File: src/rtl/wb_pkg.sv
// Shared types and constants for the writeback select stage.
// Load-extension constants are used only when WB_LOAD_EXT_EN is defined.
package wb_pkg;

  localparam int XLEN_DEF    = 64;
  localparam int RADDR_W_DEF = 5;

  typedef enum logic [2:0] {
    WB_ALU  = 3'd0,
    WB_PC4  = 3'd1,
    WB_SEXT = 3'd2,
    WB_BR   = 3'd3,
    WB_DMEM = 3'd4
  } wb_sel_e;

  typedef struct packed {
    logic [RADDR_W_DEF-1:0] rd_addr;
    logic                   wen;
    logic [XLEN_DEF-1:0]    data;
  } wb_entry_t;

  localparam logic [2:0] F3_LB  = 3'b000;
  localparam logic [2:0] F3_LH  = 3'b001;
  localparam logic [2:0] F3_LW  = 3'b010;
  localparam logic [2:0] F3_LD  = 3'b011;
  localparam logic [2:0] F3_LBU = 3'b100;
  localparam logic [2:0] F3_LHU = 3'b101;
  localparam logic [2:0] F3_LWU = 3'b110;

endpackage

File: src/rtl/wb_load_ext.sv
// Load lane extract and sign/zero extension for raw dmem dwords.
// Compiled only when WB_LOAD_EXT_EN is defined.
`ifdef WB_LOAD_EXT_EN
module wb_load_ext
  import wb_pkg::*;
#(
  parameter int XLEN = XLEN_DEF
) (
  input  logic [XLEN-1:0] raw,
  input  logic [2:0]      funct3,
  input  logic [2:0]      off,
  output logic [XLEN-1:0] data
);

  logic [2:0]      off_m;
  logic [XLEN-1:0] sh;

  // Misaligned offsets drop the low bits below the access size.
  always_comb begin
    off_m = off;
    unique case (funct3)
      F3_LH, F3_LHU: off_m = {off[2:1], 1'b0};
      F3_LW, F3_LWU: off_m = {off[2], 2'b00};
      F3_LD:         off_m = 3'b000;
      default:       off_m = off;
    endcase
  end

  assign sh = raw >> {off_m, 3'b000};

  always_comb begin
    data = raw;
    unique case (funct3)
      F3_LB:   data = {{(XLEN-8){sh[7]}}, sh[7:0]};
      F3_LH:   data = {{(XLEN-16){sh[15]}}, sh[15:0]};
      F3_LW:   data = {{(XLEN-32){sh[31]}}, sh[31:0]};
      F3_LD:   data = sh;
      F3_LBU:  data = {{(XLEN-8){1'b0}}, sh[7:0]};
      F3_LHU:  data = {{(XLEN-16){1'b0}}, sh[15:0]};
      F3_LWU:  data = {{(XLEN-32){1'b0}}, sh[31:0]};
      default: data = raw;
    endcase
  end

endmodule
`endif

File: src/rtl/wb_select_stage.sv
// Writeback select stage: source mux into a 2-entry skid buffer with forwarding lookup.
// Define WB_LOAD_EXT_EN to route source LOAD_IDX through wb_load_ext.
//
// state    | meaning
// ST_EMPTY | no entry buffered, out_valid low
// ST_ONE   | main holds the head entry
// ST_TWO   | main is head, skid holds the younger entry; input stalled
module wb_select_stage
  import wb_pkg::*;
#(
  parameter int XLEN     = XLEN_DEF,
  parameter int NSRC     = 5,
  parameter int SEL_W    = $clog2(NSRC),
  parameter int RADDR_W  = 5,
  parameter int LOAD_IDX = 4
) (
  input  logic                 clk,
  input  logic                 reset,
  input  logic                 in_valid,
  output logic                 in_ready,
  input  logic [SEL_W-1:0]     in_sel,
  input  logic [NSRC*XLEN-1:0] in_srcs,
  input  logic [RADDR_W-1:0]   in_rd_addr,
  input  logic                 in_wen,
  input  logic [2:0]           in_ld_funct3,
  input  logic [2:0]           in_ld_off,
  output logic                 out_valid,
  input  logic                 out_ready,
  output logic [RADDR_W-1:0]   out_rd_addr,
  output logic                 out_wen,
  output logic [XLEN-1:0]      out_data,
  input  logic [RADDR_W-1:0]   fwd_raddr,
  output logic                 fwd_hit,
  output logic [XLEN-1:0]      fwd_data
);

  typedef enum logic [1:0] {ST_EMPTY, ST_ONE, ST_TWO} state_e;

  state_e             state;
  logic [XLEN-1:0]    src_arr [NSRC];
  logic [XLEN-1:0]    sel_data;
  logic [XLEN-1:0]    new_data;
  logic               new_wen;
  logic [RADDR_W-1:0] skid_rd_addr;
  logic               skid_wen;
  logic [XLEN-1:0]    skid_data;
  logic               in_fire;
  logic               out_fire;
  logic               hit_main;
  logic               hit_skid;

  for (genvar g = 0; g < NSRC; g++) begin : g_src
    if (g == LOAD_IDX) begin : g_ld
`ifdef WB_LOAD_EXT_EN
      wb_load_ext #(.XLEN(XLEN)) u_load_ext (
        .raw    (in_srcs[g*XLEN +: XLEN]),
        .funct3 (in_ld_funct3),
        .off    (in_ld_off),
        .data   (src_arr[g])
      );
`else
      assign src_arr[g] = in_srcs[g*XLEN +: XLEN];
`endif
    end else begin : g_raw
      assign src_arr[g] = in_srcs[g*XLEN +: XLEN];
    end
  end

`ifndef WB_LOAD_EXT_EN
  logic unused_ld;
  assign unused_ld = ^{in_ld_funct3, in_ld_off};
`endif

  // Out-of-range select codes fall back to source 0.
  always_comb begin
    sel_data = src_arr[0];
    for (int i = 1; i < NSRC; i++) begin
      if (in_sel == SEL_W'(i)) sel_data = src_arr[i];
    end
  end

  assign new_wen  = in_wen && (in_rd_addr != '0);
  assign new_data = (in_rd_addr != '0) ? sel_data : '0;
  assign in_fire  = in_valid && in_ready;
  assign out_fire = out_valid && out_ready;

  always_ff @(posedge clk or posedge reset) begin
    if (reset) begin
      state        <= ST_EMPTY;
      in_ready     <= 1'b1;
      out_valid    <= 1'b0;
      out_rd_addr  <= '0;
      out_wen      <= 1'b0;
      out_data     <= '0;
      skid_rd_addr <= '0;
      skid_wen     <= 1'b0;
      skid_data    <= '0;
    end else begin
      unique case (state)
        ST_EMPTY: begin
          if (in_fire) begin
            out_rd_addr <= in_rd_addr;
            out_wen     <= new_wen;
            out_data    <= new_data;
            out_valid   <= 1'b1;
            state       <= ST_ONE;
          end
        end
        ST_ONE: begin
          if (in_fire && out_fire) begin
            out_rd_addr <= in_rd_addr;
            out_wen     <= new_wen;
            out_data    <= new_data;
          end else if (in_fire) begin
            skid_rd_addr <= in_rd_addr;
            skid_wen     <= new_wen;
            skid_data    <= new_data;
            in_ready     <= 1'b0;
            state        <= ST_TWO;
          end else if (out_fire) begin
            out_valid <= 1'b0;
            state     <= ST_EMPTY;
          end
        end
        ST_TWO: begin
          if (out_fire) begin
            out_rd_addr <= skid_rd_addr;
            out_wen     <= skid_wen;
            out_data    <= skid_data;
            in_ready    <= 1'b1;
            state       <= ST_ONE;
          end
        end
        default: begin
          state     <= ST_EMPTY;
          in_ready  <= 1'b1;
          out_valid <= 1'b0;
        end
      endcase
    end
  end

  // Skid is the younger entry, so its match takes priority.
  assign hit_main = out_valid && out_wen && (out_rd_addr == fwd_raddr);
  assign hit_skid = (state == ST_TWO) && skid_wen && (skid_rd_addr == fwd_raddr);
  assign fwd_hit  = (fwd_raddr != '0) && (hit_main || hit_skid);
  assign fwd_data = (fwd_raddr == '0) ? '0 :
                    hit_skid ? skid_data :
                    hit_main ? out_data  : '0;

endmodule
File: config.mk
export PLATFORM = sky130hd
export DESIGN_NAME = wb_select_stage
export DESIGN_NICKNAME = d
export VERILOG_FILES = /design/src/rtl/wb_pkg.sv /design/src/rtl/wb_load_ext.sv /design/src/rtl/wb_select_stage.sv
export SDC_FILE = /design/constraint.sdc
export NUM_CORES = 1
export LEC_CHECK = 0
export CAP_MARGIN = 20
export CORE_MARGIN = 8
export CORE_UTILIZATION = 30
export DETAILED_ROUTE_END_ITERATION = 10
export GPL_ROUTABILITY_DRIVEN = 0
export PLACE_DENSITY = 0.7
export REMOVE_ABC_BUFFERS = 1
export SLEW_MARGIN = 20
export SYNTH_ARGS = -nofsm -noshare
export SYNTH_HDL_FRONTEND = slang
export SYNTH_HIERARCHICAL = 1
export SYNTH_SLANG_ARGS = --single-unit
File: constraint.sdc
create_clock -name clk -period 15.7 [get_ports clk]
set_clock_uncertainty 0.1 [all_clocks]
set_input_delay 3.925 -clock clk [delete_from_list [all_inputs] [get_ports clk]]
set_output_delay 3.925 -clock clk [all_outputs]
set_load 0.02 [all_outputs]
# ---- Yosys cells after proc, flatten, opt, wreduce, memory -nomap -nowiden
# Cells that the tools add are included.
dict set report op_classes {
  eq_ne 16
  n_mux 35
  n_bitwise 3
  n_reduce_logical 20
}
# op count
set op_table {}
lappend op_table {{$mux W64} 11}
lappend op_table {{$pmux W64 S3} 1}
lappend op_table {{$mux W5} 3}
lappend op_table {{$pmux W5 S3} 1}
lappend op_table {{$ne A2 B2 Y1 const B} 7}
lappend op_table {{$reduce_and A4 Y1} 3}
lappend op_table {{$eq A5 B5 Y1} 2}
lappend op_table {{$mux W1} 10}
lappend op_table {{$mux W2} 5}
lappend op_table {{$reduce_bool A5 Y1} 2}
lappend op_table {{$logic_and A1 B1 Y1} 9}
lappend op_table {{$pmux W1 S3} 3}
lappend op_table {{$eq A3 B2 Y1 const B} 2}
lappend op_table {{$pmux W2 S3} 1}
lappend op_table {{$logic_not A5 Y1} 1}
lappend op_table {{$reduce_and A5 Y1} 1}
lappend op_table {{$eq A3 B1 Y1 const B} 1}
lappend op_table {{$eq A3 B3 Y1 const B} 1}
lappend op_table {{$ne A3 B3 Y1 const B} 1}
lappend op_table {{$not A1 Y1} 3}
lappend op_table {{$reduce_and A3 Y1} 1}
lappend op_table {{$reduce_bool A3 Y1} 1}
lappend op_table {{$eq A2 B1 Y1 const B} 1}
lappend op_table {{$eq A2 B2 Y1 const B} 1}
lappend op_table {{2 further kinds} 2}
dict set report totals {
  reg_bits 144
  in_bits 344
  word_cells 83
}

# ---- Depth between registers and ports, before layout
# Gate-level depths: netlist of the first run.
dict set report logic_depth {
  ltp_word 8
  depth_mapped 9
  mapped_depth_nobuf 5
}

# ---- Least setup slack after synthesis of the first run
# Ideal clock, no wire load.
dict set report synth_path {
  path_kind {input port to output port}
  start {input port fwd_raddr[1]}
  end {output port fwd_data[10]}
  arrival_time_ns 5.135
  t_required_ns 11.675
  setup_slack_ns 6.540
  stages 6
  path_buffers 1
  cell_sequence {xnor2_1 -> and3_1 -> nand4_1 -> clkbuf_1 -> nand2_1 -> a21oi_1}
}
dict set report synth_via {
  elab_chain_cells 5
}
# element line
set synth_lines {}
lappend synth_lines {{from (decl)} wb_select_stage.sv:32} ;# input logic [RADDR_W-1:0] fwd_raddr,
lappend synth_lines {{$eq A5 B5 Y1} wb_select_stage.sv:144} ;# assign hit_main = out_valid && out_wen && (out_rd_addr == fwd_raddr);
lappend synth_lines {{$logic_and A1 B1 Y1} wb_select_stage.sv:144}
lappend synth_lines {{$mux W64} wb_select_stage.sv:149} ;# hit_main ? out_data : '0;
lappend synth_lines {{$mux W64} wb_select_stage.sv:148} ;# hit_skid ? skid_data :
lappend synth_lines {{$mux W64 *} wb_select_stage.sv:147} ;# assign fwd_data = (fwd_raddr == '0) ? '0 :
lappend synth_lines {{to (decl)} wb_select_stage.sv:34} ;# output logic [XLEN-1:0] fwd_data
# Mark *: on every way between the ends. The rest lies on a longest branch, timed or not.

# ---- Final worst setup path of the first run
dict set report layout_path {
  start {input port fwd_raddr[1]}
  end {output port fwd_data[12]}
}
# Same word-level chain as after synthesis.

==> impl_metrics.csv, run 1 <==
group,metric,value,unit
sta,hold_viol_final,0,
flow_run,maxCapViolations,0,
route,viasPerCell,5.33,
synth,synth.distinct_cells,37,
synth,synth.yosys.warnings,6,
cells_and_area,final_layout_size_suffix_gt1_share,6.62,%
floorplan,die_h,202,um
sta,min_period_over_period,74.8,%
cells_and_area,layout_common_cells,"clkdlybuf4s50_1 (471), a21oi_1 (258), nand2_1 (210), dfrtp_1 (143), nor2_1 (139)",
power,power_density,60.4,nW/um^2
global_route,use_met3,5.94,%
cells_and_area,syn_to_final_growth,52.5,%
worst_setup_path,arrival,7.71,ns
global_route,grt_use_total,20.5,%
route,firstDrtPassIters,5,
clocking,cts_hold_buf,0,
route,wl_per_cell,20.3,um
global_route,antenna_found_initial,3,
power,clock_power_share,40.3,%
worst_setup_path,start_kind,"input pin",
floorplan,io_pins,481,
cells_and_area,nets,2039,
clocking,cts_max_path_buffers,2,
clocking,htree_levels,4,
power,power,0.953,mW
synth,ys_seq_area_share,34.8,%
clocking,clkTransAtPathRegs,0.06,ns
route,drt_iter0_markers,705,
power,swShare,27.5,%
sta,tightest_slew,0.973,ns
sta,final_max_slew_viol_count,0,
sta,setup_viol_count_final,0,
clocking,cts_num_sinks,144,
worst_setup_path,setup.worst_path.class,"input pin to primary output",
worst_setup_path,worstPathRequired,11.68,ns
synth,syn_avg_cell_area,7.89,um^2
floorplan,core_area,34300,um^2
route,totalWireLength,44.0,mm
route,drtAntennaViolNets,0,
clocking,insertion_delay,0.41,ns
global_route,grt_overflow,0,
worst_setup_path,worst-path-max-fanout,65,
sta,rsz0062_at_grt,"false",
global_route,top_usage_layer,"met2",
power,ir_drop,0.0000651,V
power,p_sw,0.262,mW
placed_design,portBuffers,474,
power,combPwrFrac,20.8,%
global_route,grt_max_degree,92,
clocking,root_buffer,"clkbuf_16",
global_route,use_met2,34.7,%
cells_and_area,layout_commonest_cell,"clkdlybuf4s50_1",
sta,slew_headroom,35.1,%
floorplan,initial_utilization,30.2,%
floorplan,die_area,40700,um^2
global_route,met1_usage,24.7,%
cells_and_area,num-fill-cells,3356,
route,vias,11519,
clocking,numCtsBuffers,17,
power,p_leak,6.16,nW
floorplan,rows,68,
cells_and_area,num_antenna_cells,0,
synth,synth.cell_area,10400,um^2
synth,syn_inst,1313,
clocking,cts_tree,"built",
hold_path,min_path_type,"flop to flop",
status,status,"finished, final reports clean",
global_route,grt_pass1_vias,11369,
sta,fmaxAchievable,85.2,MHz
worst_setup_path,cp-end-kind,"primary output",
placed_design,place_hpwl,30.7,mm
route,drc,0,
power,internal_power,0.692,mW
clocking,postCtsSetupRepairBufs,0,
sta,fin_tns_setup,0,ns
global_route,grt_first_pass_wirelength,67.1,mm
synth,synth-seq-cells,144,
clocking,cts_resized,0,
floorplan,die_w,202,um
sta,period_needed,11.74,ns
power,p_seq_share,38.9,%
worst paths after layout:
check / start / end / slack (ns) / cells after the start
max in group asynchronous: reset / out_valid$_DFFE_PP0P_ / 10.18 / 3
min: skid_data[44]$_DFFE_PP0P_ / skid_data[44]$_DFFE_PP0P_ / 0.40 / 2
max reg2reg: state[1]$_DFFE_PP0P_ / out_data[30]$_DFFE_PP0P_ / 12.83 / 6
min in group asynchronous: reset / out_data[24]$_DFFE_PP0P_ / 3.91 / 2
min reg2reg: skid_data[44]$_DFFE_PP0P_ / skid_data[44]$_DFFE_PP0P_ / 0.40 / 2
max: fwd_raddr[1] / fwd_data[12] / 3.96 / 9
layer usage:
metal  wire length, um  up-vias
met1             17700     5514
met4              1420        6
li1                  -     5439
met3              3500       68
met5                36        -
met2             21300      492
layout make-up:
cell class / instances / area (um^2) / share of cell area [%]
Clock buffer: 19 / 433 / 2.74
Clock inverter: 13 / 108 / 0.681
Inverter: 2 / 12.5 / 0.0792
Multi-Input combinational cell: 1039 / 6190 / 39.2
Sequential cell: 144 / 3600 / 22.8
Tap cell: 455 / 569 / 3.60
Timing Repair Buffer: 491 / 4870 / 30.8
flip-flops by register name (all words and copies together), names as in the netlist:
| register | flops |
|---|---|
| out_data | 64 |
| out_valid | 1 |
| out_rd_addr | 5 |
| skid_rd_addr | 5 |
| in_ready | 1 |
| state | 2 |
| skid_wen | 1 |
| skid_data | 64 |
| out_wen | 1 |
power groups by stage:
stage / combinational (mW) / sequential, mW / clock, mW
2_1_floorplan: 0.0749 / 0.378 / 0
3_3_place_gp: 0.197 / 0.378 / 0
3_5_place_dp: 0.199 / 0.378 / 0
4_1_cts: 0.200 / 0.371 / 0.397
5_1_grt: 0.215 / 0.371 / 0.411
6_report: 0.199 / 0.371 / 0.384
synth_stat cells (all sizes together):
library cell	number	area share [%]
and3b	1	0.085
mux2	5	0.54
or4	1	0.073
o21a	2	0.14
dfrtp	143	35
nand2	212	7.7
nor2	140	5.1
or3	64	3.9
nand3	6	0.29
inv	2	0.072
o22ai	2	0.12
xor2	2	0.17
clkbuf	65	2.4
nor2b	1	0.060
xnor2	8	0.68
o21ai	67	3.2
a31oi	7	0.42
nand2b	1	0.060
maj3	64	6.2
dfstp	1	0.25
a211oi	64	6.9
nand4	2	0.12
a21oi	258	12
and4	1	0.085
nand3b	1	0.073
buf	63	3.5
o31ai	64	4.6
mux2i	64	6.2
nor3	1	0.048
and3	1	0.060
worst max-delay path, stage by stage:
cell,delay (ns)
clkdlybuf4s50_1,0.55
xnor2_1,0.13
and3_1,0.19
and4_2,0.67
buf_4,0.57
o22ai_4,0.11
buf_4,0.40
a21oi_1,0.34
clkdlybuf4s50_1,0.69
logic make-up after synthesis:
logic type	synth area share [%]
buf+inv	5.93
mux	6.73
compound gates	27.9
xor+xnor	0.846
simple gates	17.6
fa+ha+maj	6.19
flops	34.8
per-stage QoR:
| step | utilization, % | setup slack, ns | instances | hold WS [ns] | cell area, um^2 |
|---|---|---|---|---|---|
| floorplan | - | 3.84 | 1185 | 0.363 | 9750 |
| global placement | 44.5 | 3.95 | 2131 | 0.383 | 15300 |
| detailed placement | 44.5 | 4.00 | 2131 | 0.389 | 15300 |
| CTS | 46.1 | 3.98 | 2163 | 0.404 | 15800 |
| global route | 46.1 | 3.85 | 2163 | 0.435 | 15800 |
| finish | 46.1 | 3.96 | 2163 | 0.402 | 15800 |
No activity file was read; power rests on OpenSTA's default activity.
==> run 2: changes to the inputs <==
--- a/config.mk
+++ b/config.mk
@@ -10,7 +10,7 @@
 export CORE_UTILIZATION = 30
 export DETAILED_ROUTE_END_ITERATION = 10
 export GPL_ROUTABILITY_DRIVEN = 0
-export PLACE_DENSITY = 0.7
+export PLACE_DENSITY = 0.73
 export REMOVE_ABC_BUFFERS = 1
 export SLEW_MARGIN = 20
 export SYNTH_ARGS = -nofsm -noshare
==> constraint.sdc (replaced) <==
create_clock -name clk -period 10.8 [get_ports clk]
set_clock_uncertainty 0.1 [all_clocks]
set_input_delay 2.7 -clock clk [delete_from_list [all_inputs] [get_ports clk]]
set_output_delay 2.7 -clock clk [all_outputs]
set_load 0.02 [all_outputs]
==> impl_metrics.csv, run 2 (same netlist as run 1, synthesis figures left out) <==
group,metric,value,unit
status,status,"finished, final reports clean",
worst_setup_path,cp_slowest_cell,"and4_2",
floorplan,core_area,34300,um^2
global_route,grt_pass1_vias,11481,
worst_setup_path,worst-path-max-fanout,36,
power,ir_drop,0.0000958,V
global_route,antenna_found_initial,2,
power,p_leak,6.20,nW
sta,min_period_over_period,81.9,%
hold_path,min_path_type,"flop to flop",
route,firstDrtPassIters,5,
cells_and_area,layout_common_cells,"clkdlybuf4s50_1 (471), a21oi_1 (258), nand2_1 (210), dfrtp_1 (143), nor2_1 (139)",
floorplan,io_pins,481,
clocking,cts_num_sinks,144,
sta,period_needed,8.84,ns
sta,final_max_slew_viol_count,0,
cells_and_area,final_layout_size_suffix_gt1_share,6.73,%
worst_setup_path,cp-end-kind,"primary output",
route,totalWireLength,43.4,mm
route,drc,0,
floorplan,rows,68,
clocking,postCtsSetupRepairBufs,0,
clocking,cts_tree,"built",
clocking,cts_hold_buf,0,
route,wl_per_cell,20.1,um
cells_and_area,syn_to_final_growth,53.0,%
sta,fmaxAchievable,113,MHz
floorplan,die_w,202,um
placed_design,portBuffers,474,
sta,setup_viol_count_final,0,
clocking,cts_max_path_buffers,2,
clocking,htree_levels,4,
global_route,grt_overflow,0,
global_route,grt_first_pass_wirelength,66.6,mm
worst_setup_path,start_kind,"input pin",
route,top_layer_used,"met4",
worst_setup_path,setup.worst_path.class,"input pin to primary output",
cells_and_area,num-fill-cells,3292,
sta,tightest_slew,0.956,ns
route,wl_met3,3.66,mm
floorplan,initial_utilization,30.2,%
placed_design,place_hpwl,30.7,mm
clocking,numCtsBuffers,17,
route,viasPerCell,5.24,
cells_and_area,layout_commonest_cell,"clkdlybuf4s50_1",
clocking,root_buffer,"clkbuf_16",
route,vias,11337,
worst_setup_path,path_common_cell,"clkdlybuf4s50_1",
route,drt_iter0_markers,599,
worst_setup_path,worstPathRequired,8.00,ns
global_route,grt_max_degree,85,
power,power,1.43,mW
flow_run,maxCapViolations,0,
cells_and_area,top_regs,"out_data: 64 flops, skid_data: 64 flops",
route,route.met2.wl,21.4,mm
worst_setup_path,crit_chain,"clkdlybuf4s50_1 -> xor2_1 -> nor2_1 -> and4_2 -> buf_4 -> nand2_1 -> a21oi_1 -> clkdlybuf4s50_1",
floorplan,die_h,202,um
power,power_density,90.3,nW/um^2
worst_setup_path,arrival,6.04,ns
route,wl_met1,17.7,mm
worst_setup_path,slowest_delay,0.80,ns
clocking,clkTransAtPathRegs,0.06,ns
sta,slew_headroom,36.3,%
cells_and_area,fin_area,15800,um^2
cells_and_area,nets,2040,
global_route,grt_use_total,20.3,%
sta,rsz0062_at_grt,"false",
sta,hold_viol_final,0,
placed_design,placed_area,15300,um^2
clocking,cts_resized,0,
sta,fin_tns_setup,0,ns
floorplan,die_area,40700,um^2
route,drtAntennaViolNets,0,
clocking,insertion_delay,0.42,ns
[run 2: worst max-delay path, delay by kind of cell]
family | cells | cell delay [ns]
AND/OR/NAND/NOR | 3 | 1.08
buffers and inverters | 3 | 1.76
AO/OA/AOI/OAI | 1 | 0.30
XOR/XNOR | 1 | 0.19
[run 2: stage by stage]
stage	instances	util [%]	hold WS, ns	worst slack, ns
after floorplan	1185	-	0.363	0.228
after global placement	2132	44.5	0.385	1.94
after detailed placement	2132	44.5	0.389	1.93
after CTS	2163	46.2	0.406	1.91
after global routing	2164	46.2	0.427	1.80
final	2164	46.2	0.406	1.96
[run 2: where the power goes]
part           internal, mW  switching (mW)  leakage (nW)  total [mW]
logic                 0.167           0.122          3.91       0.289
registers             0.539               0          2.01       0.539
clock network         0.344           0.258         0.281       0.602
total                  1.05           0.380          6.20        1.43
[run 2: metal layers]
layer / vias to the layer above / GRT usage [%]
met5: - / 0
met4: 0 / 5.32
met3: 36 / 6.18
met2: 494 / 35.4
met1: 5368 / 24.0
li1: 5439 / -
[run 2: area by class of cell]
cell class                      count  area (um^2)  area share (%)
Inverter                            2         12.5          0.0790
Tap cell                          455          569            3.59
Multi-Input combinational cell   1039         6190            39.1
Clock inverter                     14          155           0.979
Antenna cell                        1         2.50          0.0158
Sequential cell                   144         3600            22.8
Clock buffer                       17          425            2.68
Timing Repair Buffer              492         4880            30.8
[run 2: worst paths after layout]
path / from / to / slack [ns] / depth (start not counted)
min in group asynchronous: reset / out_data[20]$_DFFE_PP0P_ / 2.65 / 2
hold / removal: skid_data[47]$_DFFE_PP0P_ / skid_data[47]$_DFFE_PP0P_ / 0.41 / 2
setup / recovery: fwd_raddr[0] / fwd_data[40] / 1.96 / 8
setup reg to reg: state[1]$_DFFE_PP0P_ / out_data[30]$_DFFE_PP0P_ / 7.91 / 6
max in group asynchronous: reset / out_data[54]$_DFFE_PP0P_ / 6.41 / 3
hold reg to reg: skid_data[47]$_DFFE_PP0P_ / skid_data[47]$_DFFE_PP0P_ / 0.41 / 2
